==> src/rtl/rgb2hsv.sv <==
// rtl/rgb2hsv.sv - pipelined RGB to packed HSV converter for the keyer
//
// Purpose:
//   Converts one 24-bit RGB pixel per clock into the packed HSV word
//   {hue[8:0] 0..359, sat[6:0] 0..100, val[7:0] 0..255}. Four arithmetic
//   stages (extrema/select, products, quotients, hue correction + pack)
//   followed by LATENCY-4 plain delay stages. A valid bit and a 24-bit
//   sideband word ride through shift registers of the same depth.
//
// Ports:
//   clk        pixel clock, rising edge
//   rst_n      asynchronous active-low reset, clears every pipeline register
//   in_valid   pixel_in / pass_in carry a valid pixel this cycle
//   pixel_in   {R[23:16], G[15:8], B[7:0]}
//   pass_in    opaque sideband word
//   out_valid  in_valid delayed by LATENCY
//   pixel_out  {hue[8:0], sat[6:0], val[7:0]}
//   pass_thru  pass_in delayed by LATENCY
//
// LATENCY must be 4 or more.

module rgb2hsv #(
  parameter int LATENCY = 4
) (
  input  logic        clk,
  input  logic        rst_n,
  input  logic        in_valid,
  input  logic [23:0] pixel_in,
  input  logic [23:0] pass_in,
  output logic        out_valid,
  output logic [23:0] pixel_out,
  output logic [23:0] pass_thru
);

  typedef enum logic [1:0] {
    CH_R = 2'd0,
    CH_G = 2'd1,
    CH_B = 2'd2
  } ch_e;

  logic [7:0] r_ch, g_ch, b_ch;
  assign r_ch = pixel_in[23:16];
  assign g_ch = pixel_in[15:8];
  assign b_ch = pixel_in[7:0];

  // ---------------------------------------------------------------------
  // Stage 1: extrema, max-channel select, |n| and its sign
  // ---------------------------------------------------------------------
  logic [7:0] s1_mx_d, s1_mn_d, s1_d_d, s1_absn_d;
  logic       s1_neg_d;
  ch_e        s1_sel_d;

  logic [7:0] s1_mx_q, s1_d_q, s1_absn_q;
  logic       s1_neg_q;
  ch_e        s1_sel_q;

  always_comb begin
    s1_mx_d   = r_ch;
    s1_mn_d   = r_ch;
    s1_sel_d  = CH_R;
    s1_neg_d  = 1'b0;
    s1_absn_d = 8'd0;

    // Tie priority R > G > B falls out of the >= comparisons.
    if (r_ch >= g_ch && r_ch >= b_ch) begin
      s1_mx_d   = r_ch;
      s1_sel_d  = CH_R;
      s1_neg_d  = (b_ch > g_ch);
      s1_absn_d = (b_ch > g_ch) ? (b_ch - g_ch) : (g_ch - b_ch);
    end else if (g_ch >= b_ch) begin
      s1_mx_d   = g_ch;
      s1_sel_d  = CH_G;
      s1_neg_d  = (r_ch > b_ch);
      s1_absn_d = (r_ch > b_ch) ? (r_ch - b_ch) : (b_ch - r_ch);
    end else begin
      s1_mx_d   = b_ch;
      s1_sel_d  = CH_B;
      s1_neg_d  = (g_ch > r_ch);
      s1_absn_d = (g_ch > r_ch) ? (g_ch - r_ch) : (r_ch - g_ch);
    end

    if (g_ch < s1_mn_d) s1_mn_d = g_ch;
    if (b_ch < s1_mn_d) s1_mn_d = b_ch;
    s1_d_d = s1_mx_d - s1_mn_d;
  end

  // ---------------------------------------------------------------------
  // Stage 2: 60*|n| and 100*d
  // ---------------------------------------------------------------------
  logic [13:0] s2_hprod_d, s2_hprod_q;
  logic [14:0] s2_sprod_d, s2_sprod_q;
  logic [7:0]  s2_d_q, s2_mx_q;
  logic        s2_neg_q;
  ch_e         s2_sel_q;

  always_comb begin
    s2_hprod_d = 14'(s1_absn_q) * 14'd60;
    s2_sprod_d = 15'(s1_d_q) * 15'd100;
  end

  // ---------------------------------------------------------------------
  // Stage 3: exact quotients; zero divisors force a zero quotient
  // ---------------------------------------------------------------------
  logic [5:0] s3_q_d, s3_q_q;
  logic [6:0] s3_sat_d, s3_sat_q;
  logic       s3_dz_q, s3_neg_q;
  logic [7:0] s3_mx_q;
  ch_e        s3_sel_q;

  always_comb begin
    s3_q_d   = 6'd0;
    s3_sat_d = 7'd0;
    if (s2_d_q != 8'd0) begin
      s3_q_d = 6'(s2_hprod_q / 14'(s2_d_q));
    end
    if (s2_mx_q != 8'd0) begin
      s3_sat_d = 7'(s2_sprod_q / 15'(s2_mx_q));
    end
  end

  // ---------------------------------------------------------------------
  // Stage 4: base offset, sign, wrap and pack
  // ---------------------------------------------------------------------
  logic [8:0]  s4_base;
  logic [8:0]  s4_hue_d;
  logic [23:0] s4_px_d, s4_px_q;

  always_comb begin
    case (s3_sel_q)
      CH_R:    s4_base = 9'd0;
      CH_G:    s4_base = 9'd120;
      default: s4_base = 9'd240;
    endcase

    s4_hue_d = 9'd0;
    if (!s3_dz_q) begin
      if (!s3_neg_q) begin
        s4_hue_d = s4_base + 9'(s3_q_q);
      end else if (s3_sel_q == CH_R) begin
        // Only the red sector can go below zero; q = 0 stays at 0 so
        // that 360 is never emitted.
        s4_hue_d = (s3_q_q == 6'd0) ? 9'd0 : (9'd360 - 9'(s3_q_q));
      end else begin
        s4_hue_d = s4_base - 9'(s3_q_q);
      end
    end
    s4_px_d = {s4_hue_d, s3_sat_q, s3_mx_q};
  end

  // ---------------------------------------------------------------------
  // Arithmetic stage registers
  // ---------------------------------------------------------------------
  always_ff @(posedge clk or negedge rst_n) begin
    if (!rst_n) begin
      s1_mx_q    <= 8'd0;
      s1_d_q     <= 8'd0;
      s1_absn_q  <= 8'd0;
      s1_neg_q   <= 1'b0;
      s1_sel_q   <= CH_R;
      s2_hprod_q <= 14'd0;
      s2_sprod_q <= 15'd0;
      s2_d_q     <= 8'd0;
      s2_mx_q    <= 8'd0;
      s2_neg_q   <= 1'b0;
      s2_sel_q   <= CH_R;
      s3_q_q     <= 6'd0;
      s3_sat_q   <= 7'd0;
      s3_dz_q    <= 1'b1;
      s3_neg_q   <= 1'b0;
      s3_mx_q    <= 8'd0;
      s3_sel_q   <= CH_R;
      s4_px_q    <= 24'd0;
    end else begin
      s1_mx_q    <= s1_mx_d;
      s1_d_q     <= s1_d_d;
      s1_absn_q  <= s1_absn_d;
      s1_neg_q   <= s1_neg_d;
      s1_sel_q   <= s1_sel_d;
      s2_hprod_q <= s2_hprod_d;
      s2_sprod_q <= s2_sprod_d;
      s2_d_q     <= s1_d_q;
      s2_mx_q    <= s1_mx_q;
      s2_neg_q   <= s1_neg_q;
      s2_sel_q   <= s1_sel_q;
      s3_q_q     <= s3_q_d;
      s3_sat_q   <= s3_sat_d;
      s3_dz_q    <= (s2_d_q == 8'd0);
      s3_neg_q   <= s2_neg_q;
      s3_mx_q    <= s2_mx_q;
      s3_sel_q   <= s2_sel_q;
      s4_px_q    <= s4_px_d;
    end
  end

  // ---------------------------------------------------------------------
  // Extra pixel delay stages beyond the arithmetic pipeline
  // ---------------------------------------------------------------------
  generate
    if (LATENCY > 4) begin : g_dly
      logic [23:0] dly_q [LATENCY-4];

      always_ff @(posedge clk or negedge rst_n) begin
        if (!rst_n) begin
          for (int i = 0; i < LATENCY - 4; i++) dly_q[i] <= 24'd0;
        end else begin
          dly_q[0] <= s4_px_q;
          for (int i = 1; i < LATENCY - 4; i++) dly_q[i] <= dly_q[i-1];
        end
      end

      assign pixel_out = dly_q[LATENCY-5];
    end else begin : g_nodly
      assign pixel_out = s4_px_q;
    end
  endgenerate

  // ---------------------------------------------------------------------
  // Valid and sideband shift registers, depth LATENCY
  // ---------------------------------------------------------------------
  logic        vld_q [LATENCY];
  logic [23:0] pas_q [LATENCY];

  always_ff @(posedge clk or negedge rst_n) begin
    if (!rst_n) begin
      for (int i = 0; i < LATENCY; i++) begin
        vld_q[i] <= 1'b0;
        pas_q[i] <= 24'd0;
      end
    end else begin
      vld_q[0] <= in_valid;
      pas_q[0] <= pass_in;
      for (int i = 1; i < LATENCY; i++) begin
        vld_q[i] <= vld_q[i-1];
        pas_q[i] <= pas_q[i-1];
      end
    end
  end

  assign out_valid = vld_q[LATENCY-1];
  assign pass_thru = pas_q[LATENCY-1];

endmodule

==> config.mk <==
export PLATFORM = sky130hd
export DESIGN_NAME = rgb2hsv
export DESIGN_NICKNAME = d
export VERILOG_FILES = /design/src/rtl/rgb2hsv.sv
export SDC_FILE = /design/constraint.sdc
export NUM_CORES = 1
export LEC_CHECK = 0
export CAP_MARGIN = 15
export CORE_MARGIN = 4
export CORE_UTILIZATION = 60
export CTS_CLUSTER_SIZE = 10
export DETAILED_ROUTE_END_ITERATION = 10
export PLACE_DENSITY = 0.8
export SLEW_MARGIN = 25
export SYNTH_ARGS = -nofsm -noshare
export SYNTH_HDL_FRONTEND = slang
export SYNTH_SLANG_ARGS = --single-unit
export TNS_END_PERCENT = 10
==> constraint.sdc <==
create_clock -name clk -period 60.7 [get_ports clk]
set_clock_uncertainty 0.1 [all_clocks]
set_input_delay 6.07 -clock clk [delete_from_list [all_inputs] [get_ports clk]]
set_output_delay 6.07 -clock clk [all_outputs]
set_load 0.03 [all_outputs]
==> results list, run 1 <==
- Worst max-slew margin expressed relative to the limit: 34.5%
- Die outline width: 188 um
* Synth Area in Compound Gates: 21.4%
* Reg-to-reg critical path endpoint: s3_sat_q[0]
- Entering global routing, the biggest net connects 135 pins.
- Count of different cell masters after synthesis: 114
* Hold Startpoint: s1_mx_q[1]
- Remaining design rule violation count: 0
* Cell type with the largest total area after synthesis: sky130_fd_sc_hd__dfrtp_1
- 0 antenna diodes ended up in the layout.
- Port buffering added 99 buffers.
* Proportion of register bits with asynchronous set or reset after synthesis: 100%
* Number of synthesized flops with an enable pin: 0
- Counting I/O delays and the setup requirement, the final critical path takes 30.34 ns.
- In this run the worst path has a maximum fanout of 14.
* Slack of the critical path: 30.36 ns
* Fin crit share: 50.0%
* Delay of the slowest cell on the worst path: 0.76 ns
- Wires add up to 46,000 um.
- TritonCTS clock tree: yes
- Count of yosys warnings during synthesis: 0
- The path class of the tightest hold or removal check is flop to flop.
* Slowest CP cell: sky130_fd_sc_hd__a2111oi_4
* Buffer type at the clock tree root: sky130_fd_sc_hd__clkbuf_16
* Avg Cell Area, Syn: 9.32 um2
- Final core utilization: 67.7%
- Total nets after synthesis: 2,452
- Clock-pin slew was measured on the worst setup and hold paths at 0.06 ns.
- The first routing iteration left 1,169 violations.
- Number of standard-cell rows in the floorplan: 65
- Data arrives at the worst endpoint at 30.63 ns.
- The setup path with the least slack is of type flop to flop.
* Wire length per cell: 17.7 um
* Post-CTS Hold Fix Bufs: 0
- Setup violations remaining at the end of the flow were counted as 0.
- Synth Register Bits: 217
* Final Max Tran Viols: 0
- Outcome: complete, no violations
- Quantity of gates resized following cts: 0
* Count of TritonRoute iterations in the first routing pass: 7
- After synthesis, the most frequently instantiated cells are 287 x sky130_fd_sc_hd__ha_1, 216 x sky130_fd_sc_hd__dfrtp_1, 135 x sky130_fd_sc_hd__nor2_1, 134 x sky130_fd_sc_hd__inv_1, 130 x sky130_fd_sc_hd__nand2_1.
- Among all flip-flop cells after synthesis, the most frequent one is sky130_fd_sc_hd__dfrtp_1.
- Static timing analysis puts the maximum clock frequency at 33.0 MHz.
* Post-synthesis xor/xnor area fraction: 4.14%
- Cell area after synthesis: 0.0195 mm2
- Once detail routing completed, the nets flagged for antenna violations numbered 0.
* Buffer count from post-CTS setup fixing: 0
* Post-synth top area share: 27.8%
- Slew at the pin with the worst max-slew slack: 0.982 ns
- In this run the number of H-tree levels came out at 1.
* Max-cap violation count: 0
- The initial utilization of the core area, before any placement, comes to 61.2%.
- Half-perimeter wire length after detailed placement: 34,900 um
- Kind of capture point of the worst setup path: flop
* Share of synthesized area occupied by flip-flops and latches: 27.9%
* Number of top-level pins: 100
- Counting every instance in the synthesized netlist gives 2,088.
* Adder-cell share of the synthesized area: 21.1%
* Most common cell in the synthesized netlist: sky130_fd_sc_hd__ha_1
* Final Hold Viols: 0
* Vias/cell: 6.06
- Overall die height: 188 um
- Counting along the longest clock path gives a buffer depth of 3.
* Routed via count: 15,800
- The worst hold path passes through 0 cells.
- Hold endpoint: s2_mx_q[1]
- Data on the critical path is required at its endpoint by 60.99 ns.
* Net count, final: 2,514
- RD Place Congestion: 0.932
- The first global-routing pass estimated 76,300 um of wire.
- Clock latency at the later pin of the worst-skew pair: 0.55 ns
* Worst-case hold slack: 0.242 ns
- Setup repair after global routing missed its margin: no
- CP startpoint kind: flop
* Total congestion overflow after global routing: 0
- Reg-to-reg startpoint: s2_mx_q[7]
* Syn-to-layout area delta: 10.6%
- Number of buffers added by the clock tree synthesis step: 27
- Yosys attributes the largest share of cell area to sky130_fd_sc_hd__dfrtp_1 28%, sky130_fd_sc_hd__ha_1 18%, sky130_fd_sc_hd__o21a_1 3.2%.
- By area, the combinational part of the netlist is dominated by compound AO/OA/AOI/OAI gates.
* Simple logic cell fraction of the synthesized area: 14.9%
- At the placement stage, the worst setup path has a slack of 30.74 ns.
* Setup TNS after final layout: 0 ns
* Number of sinks on the clock net: 217
- Worst reg-to-reg setup slack: 30.36 ns
- The initial antenna violation count was 0.
- Die area: 0.0354 mm2
- The core region is 0.0318 mm2.
- Share of cells above drive strength 1: 8.49%
- Number of cells on the worst reg-to-reg path: 125
* Most numerous cell on the critical path: sky130_fd_sc_hd__o21a_1
* Total global-route track usage: 25.5%
- Multiplexer share of the synthesized area: 5.68%
- The number of global-route vias before repair came to 15,600.
## flip-flops by register name, summed over array words and instances, names as in the netlist, 10 cells and up
signal,count
s2_sprod_q,10
pass_thru,24
s2_hprod_q,12
pas_q,72
pixel_out,24
## routing by layer
layer  vias to the layer above  part of all wire, %  GRT usage (%)
met5                         -                    0              0
met4                         0                  2.5           6.47
met3                        81                  5.3           2.68
met2                       454                   48           43.6
met1                      7519                   44           34.8
li1                       7714                    -              -
## worst max-delay path, delay by kind of cell, from the launching register on
| kind | cells | cell delay, ns |
|---|---|---|
| mux | 4 | 1.33 |
| flops | 1 | 0.48 |
| fa+ha+maj | 14 | 4.35 |
| compound gates | 71 | 15.70 |
| buf+inv | 3 | 0.29 |
| simple gates | 33 | 7.85 |
## worst max path at each step
stage / startpoint / end / cells after the start / slack (ns)
3_3_place_gp: s2_mx_q[7] / s3_sat_q[0] / 124 / 31.73
6_report: s2_mx_q[7] / s3_sat_q[0] / 125 / 30.36
5_1_grt: s2_mx_q[7] / s3_sat_q[0] / 125 / 27.84
2_1_floorplan: s2_mx_q[0] / s3_sat_q[0] / 132 / 33.85
4_1_cts: s2_mx_q[7] / s3_sat_q[0] / 124 / 30.64
3_5_place_dp: s2_mx_q[7] / s3_sat_q[0] / 125 / 30.74
## metrics by stage
stage,instances,instance area [um2]
6_report,2602,21500
3_3_place_gp,2555,20700
3_5_place_dp,2555,20700
4_1_cts,2601,21500
2_1_floorplan,2088,19500
5_1_grt,2602,21500
## placed cells by master, fill, tap and decap left out, types with 29 or more instances in the layout
cell and n:
sky130_fd_sc_hd__clkdlybuf4s50_1 98, sky130_fd_sc_hd__xor2_1 33, sky130_fd_sc_hd__or3_1 29, sky130_fd_sc_hd__nand2_1 130, sky130_fd_sc_hd__ha_1 287, sky130_fd_sc_hd__a21o_1 61
sky130_fd_sc_hd__o21a_1 83, sky130_fd_sc_hd__mux2_2 42, sky130_fd_sc_hd__nor2_1 135, sky130_fd_sc_hd__dfrtp_1 216, sky130_fd_sc_hd__xnor2_1 59, sky130_fd_sc_hd__nand3_1 29
sky130_fd_sc_hd__nor3_1 82, sky130_fd_sc_hd__o31ai_1 30, sky130_fd_sc_hd__mux2i_1 55, sky130_fd_sc_hd__o21ai_0 102, sky130_fd_sc_hd__a21oi_1 121, sky130_fd_sc_hd__inv_1 134
## area by class of cell
class                      count  area [um2]
clock inverter                 5        95.1
tap                          435         544
timing repair buffer         110        1100
multi-input combinational   1659       13100
inverter                     135         507
clock buffer                  41         738
sequential                   217        5430
fill                        2453       10300
## cells by family (layout without fill, tap and decap cells)
family	count (synthesis)	count (layout)
compound gates	587	587
mux	102	102
fa+ha+maj	313	313
flops	217	217
buf+inv	212	291
simple gates	565	565
xor+xnor	92	92
Power of run 1 is not shown: default switching activity piles up to over one toggle a cycle in this logic, so the estimate is an artifact.
==> run 2: changes to the inputs <==
- clock period: 60.7 -> 31.7 ns (I/O delays scaled with it)
==> results list, run 2 (same netlist as run 1, synthesis figures left out) <==
* Outcome: complete, no violations
* Fin crit share: 94.0%
* Non-filler cells, final: 2,608
- Number of port buffers: 99
- Count of TritonRoute iterations in the first routing pass: 5
- The library cells used most frequently in the layout, excluding fill and tap cells, are 287 x sky130_fd_sc_hd__ha_1, 216 x sky130_fd_sc_hd__dfrtp_1, 134 x sky130_fd_sc_hd__inv_1.
* Buffering stage count on the worst path with inverters included: 4
- During I/O placement, the number of pins put on the boundary was 100.
- The first global-routing pass estimated 76,600 um of wire.
- The number of hold violations in the final report was 0.
- Initial Util: 61.2%
- After clock tree synthesis, the clock-pin slew on the worst setup and hold paths is 0.06 ns.
- The register with the most flip-flops in the layout has 72 of them.
- Maximum number of pins on one net before global-route repair: 135
- The floorplan has 65 rows.
- Data arrives at the worst endpoint at 30.09 ns.
- Number of sinks on the clock net: 217
- The min-delay analysis places its worst path in the category flop to flop.
* Clock latency at the later pin of the worst-skew pair: 0.56 ns
- STA classifies the critical path startpoint as a flop.
- The die covers 0.0354 mm2.
- In this run the horizontal extent of the chip is 188 um.
- Minimum clock period: 29.80 ns
- In the routed design, unresolved DRC markers number 0.
* Post-CTS Hold Fix Bufs: 0
* Syn-to-layout area delta: 10.7%
* Critical-path maximum fanout: 14
- The critical path is of the flop to flop type.
- In the routed layout, each cell is associated on average with a via count of 6.09.
- The final route contains 15,900 vias.
* Achievable clock frequency: 33.6 MHz
* Number of antenna diodes: 0
* Number of antenna violations at the first check in global routing: 0
- After detailed routing, the average wire length per cell comes to 18.0 um.
* Routed Antenna Nets: 0
- Final Max Tran Viols: 0
- From bottom edge to top edge, the die measures 188 um.
- Max-cap violation count: 0
- Half-perimeter wire length after detailed placement: 35,100 um
- Measured against its own limit, the worst slew margin works out to 33.5%.
- TritonCTS built the clock tree.
- In the final design database the tool counted 2,518 nets.
- Counting tap cells, the placed design contains a total of 2,555 instances.
- By instance count, the cell type seen most on the critical path is sky130_fd_sc_hd__o21a_1.
- CP top delay family: compound AO/OA/AOI/OAI gates
- CTS built an H-tree with a depth of 1.
- TritonCTS created 27 clock buffers.
- Setup violations remaining at the end of the flow were counted as 0.
* Placeable core region: 0.0318 mm2
- The largest individual stage delay along the critical path comes from the cell sky130_fd_sc_hd__o31ai_2.
* Vias in the first global route: 15,500
- Setup repair after global routing left no endpoint under its margin.
- In the global route stage, overall resource usage came out at 25.6%.
- STA puts the critical path data required time at 31.99 ns.
- Leaving out fill and tap cells, the most frequent cell in the layout is sky130_fd_sc_hd__ha_1.
- Counting flops per register, the top entry is pas_q.
- Detailed-route wire length: 47,000 um
- In this run, the number of DRC markers left after iteration 0 of detailed routing was 1,001.
- RD Place Congestion: 0.934
* Share of cells above drive strength 1: 8.74%
* Buffer type at the clock tree root: sky130_fd_sc_hd__clkbuf_16
* Maximum clock insertion buffer count: 3
- Slew at the pin with the worst max-slew slack: 0.997 ns
- Total congestion overflow after global routing: 0
* Kind of capture point of the worst setup path: flop
* Setup TNS after final layout: 0 ns
* Delay of the slowest cell on the worst path: 0.64 ns
run 2: cell count changes in the layout (fill, tap and decap cells not counted):
cell,delta
sky130_fd_sc_hd__a21oi_1,-1
sky130_fd_sc_hd__a21oi_2,+1
sky130_fd_sc_hd__buf_4,+4
sky130_fd_sc_hd__bufinv_16,-1
sky130_fd_sc_hd__clkbuf_1,+3
sky130_fd_sc_hd__clkbuf_8,-1
sky130_fd_sc_hd__clkinv_2,+1
sky130_fd_sc_hd__clkinvlp_4,-1
sky130_fd_sc_hd__inv_6,+1
sky130_fd_sc_hd__nor2_1,-2
sky130_fd_sc_hd__nor2_2,+2
sky130_fd_sc_hd__nor3_2,-1
sky130_fd_sc_hd__nor3_4,+1
run 2: cell type report:
cell class / count / area, um2
well taps: 435 / 544
repair buffers: 114 / 1130
fillers: 2444 / 10300
multi-input cells: 1659 / 13100
flip-flops and latches: 217 / 5430
clock buffers: 43 / 736
clock inverters: 5 / 71.3
inverters: 135 / 507
run 2: per-layer routing:
layer,vias to the layer above,global-route usage [%],wire length (um)
met5,-,0,0
met4,0,7.59,1330
met3,96,2.77,2410
met2,474,43.2,22300
met1,7606,35.1,20900
li1,7717,-,-
run 2: worst paths after layout:
check	from	endpoint	slack, ns	depth (start not counted)
max	s2_mx_q[7]	s3_sat_q[0]	1.90	125
min	pas_q[87]	pas_q[63]	0.24	0
max reg2reg	s2_mx_q[7]	s3_sat_q[0]	1.90	125
min reg2reg	pas_q[87]	pas_q[63]	0.24	0
max in group asynchronous	rst_n	pas_q[72]	27.52	3
min in group asynchronous	rst_n	pixel_out[11]	2.42	1
run 2: what timing repair did:
action / CTS / global route
resized for setup: 0 / 4
endpoints found under the setup margin: 0 / 1
buffers inserted: 0 / 4
run 2: per-stage QoR:
| step | util, % | hold WS, ns | worst slack [ns] | instance area (um2) |
|---|---|---|---|---|
| 2_1_floorplan | - | 0.231 | 4.85 | 19500 |
| 3_3_place_gp | 64.9 | 0.231 | 2.74 | 20700 |
| 3_5_place_dp | 65.0 | 0.235 | 1.64 | 20700 |
| 4_1_cts | 67.5 | 0.241 | 1.52 | 21500 |
| 5_1_grt | 67.7 | 0.251 | 0.000316 | 21500 |
| 6_report | 67.7 | 0.242 | 1.90 | 21500 |
run 2: worst register-to-register path, delay by kind of cell (launching register included):
kind / cells / cell delay (ns)
AO/OA/AOI/OAI: 71 / 15.97
adder cells (fa/ha/maj): 14 / 4.27
buffers and inverters: 4 / 0.48
flip-flops: 1 / 0.47
multiplexers: 3 / 0.97
AND/OR/NAND/NOR: 33 / 7.45
Power of run 2 is left out for the same reason.
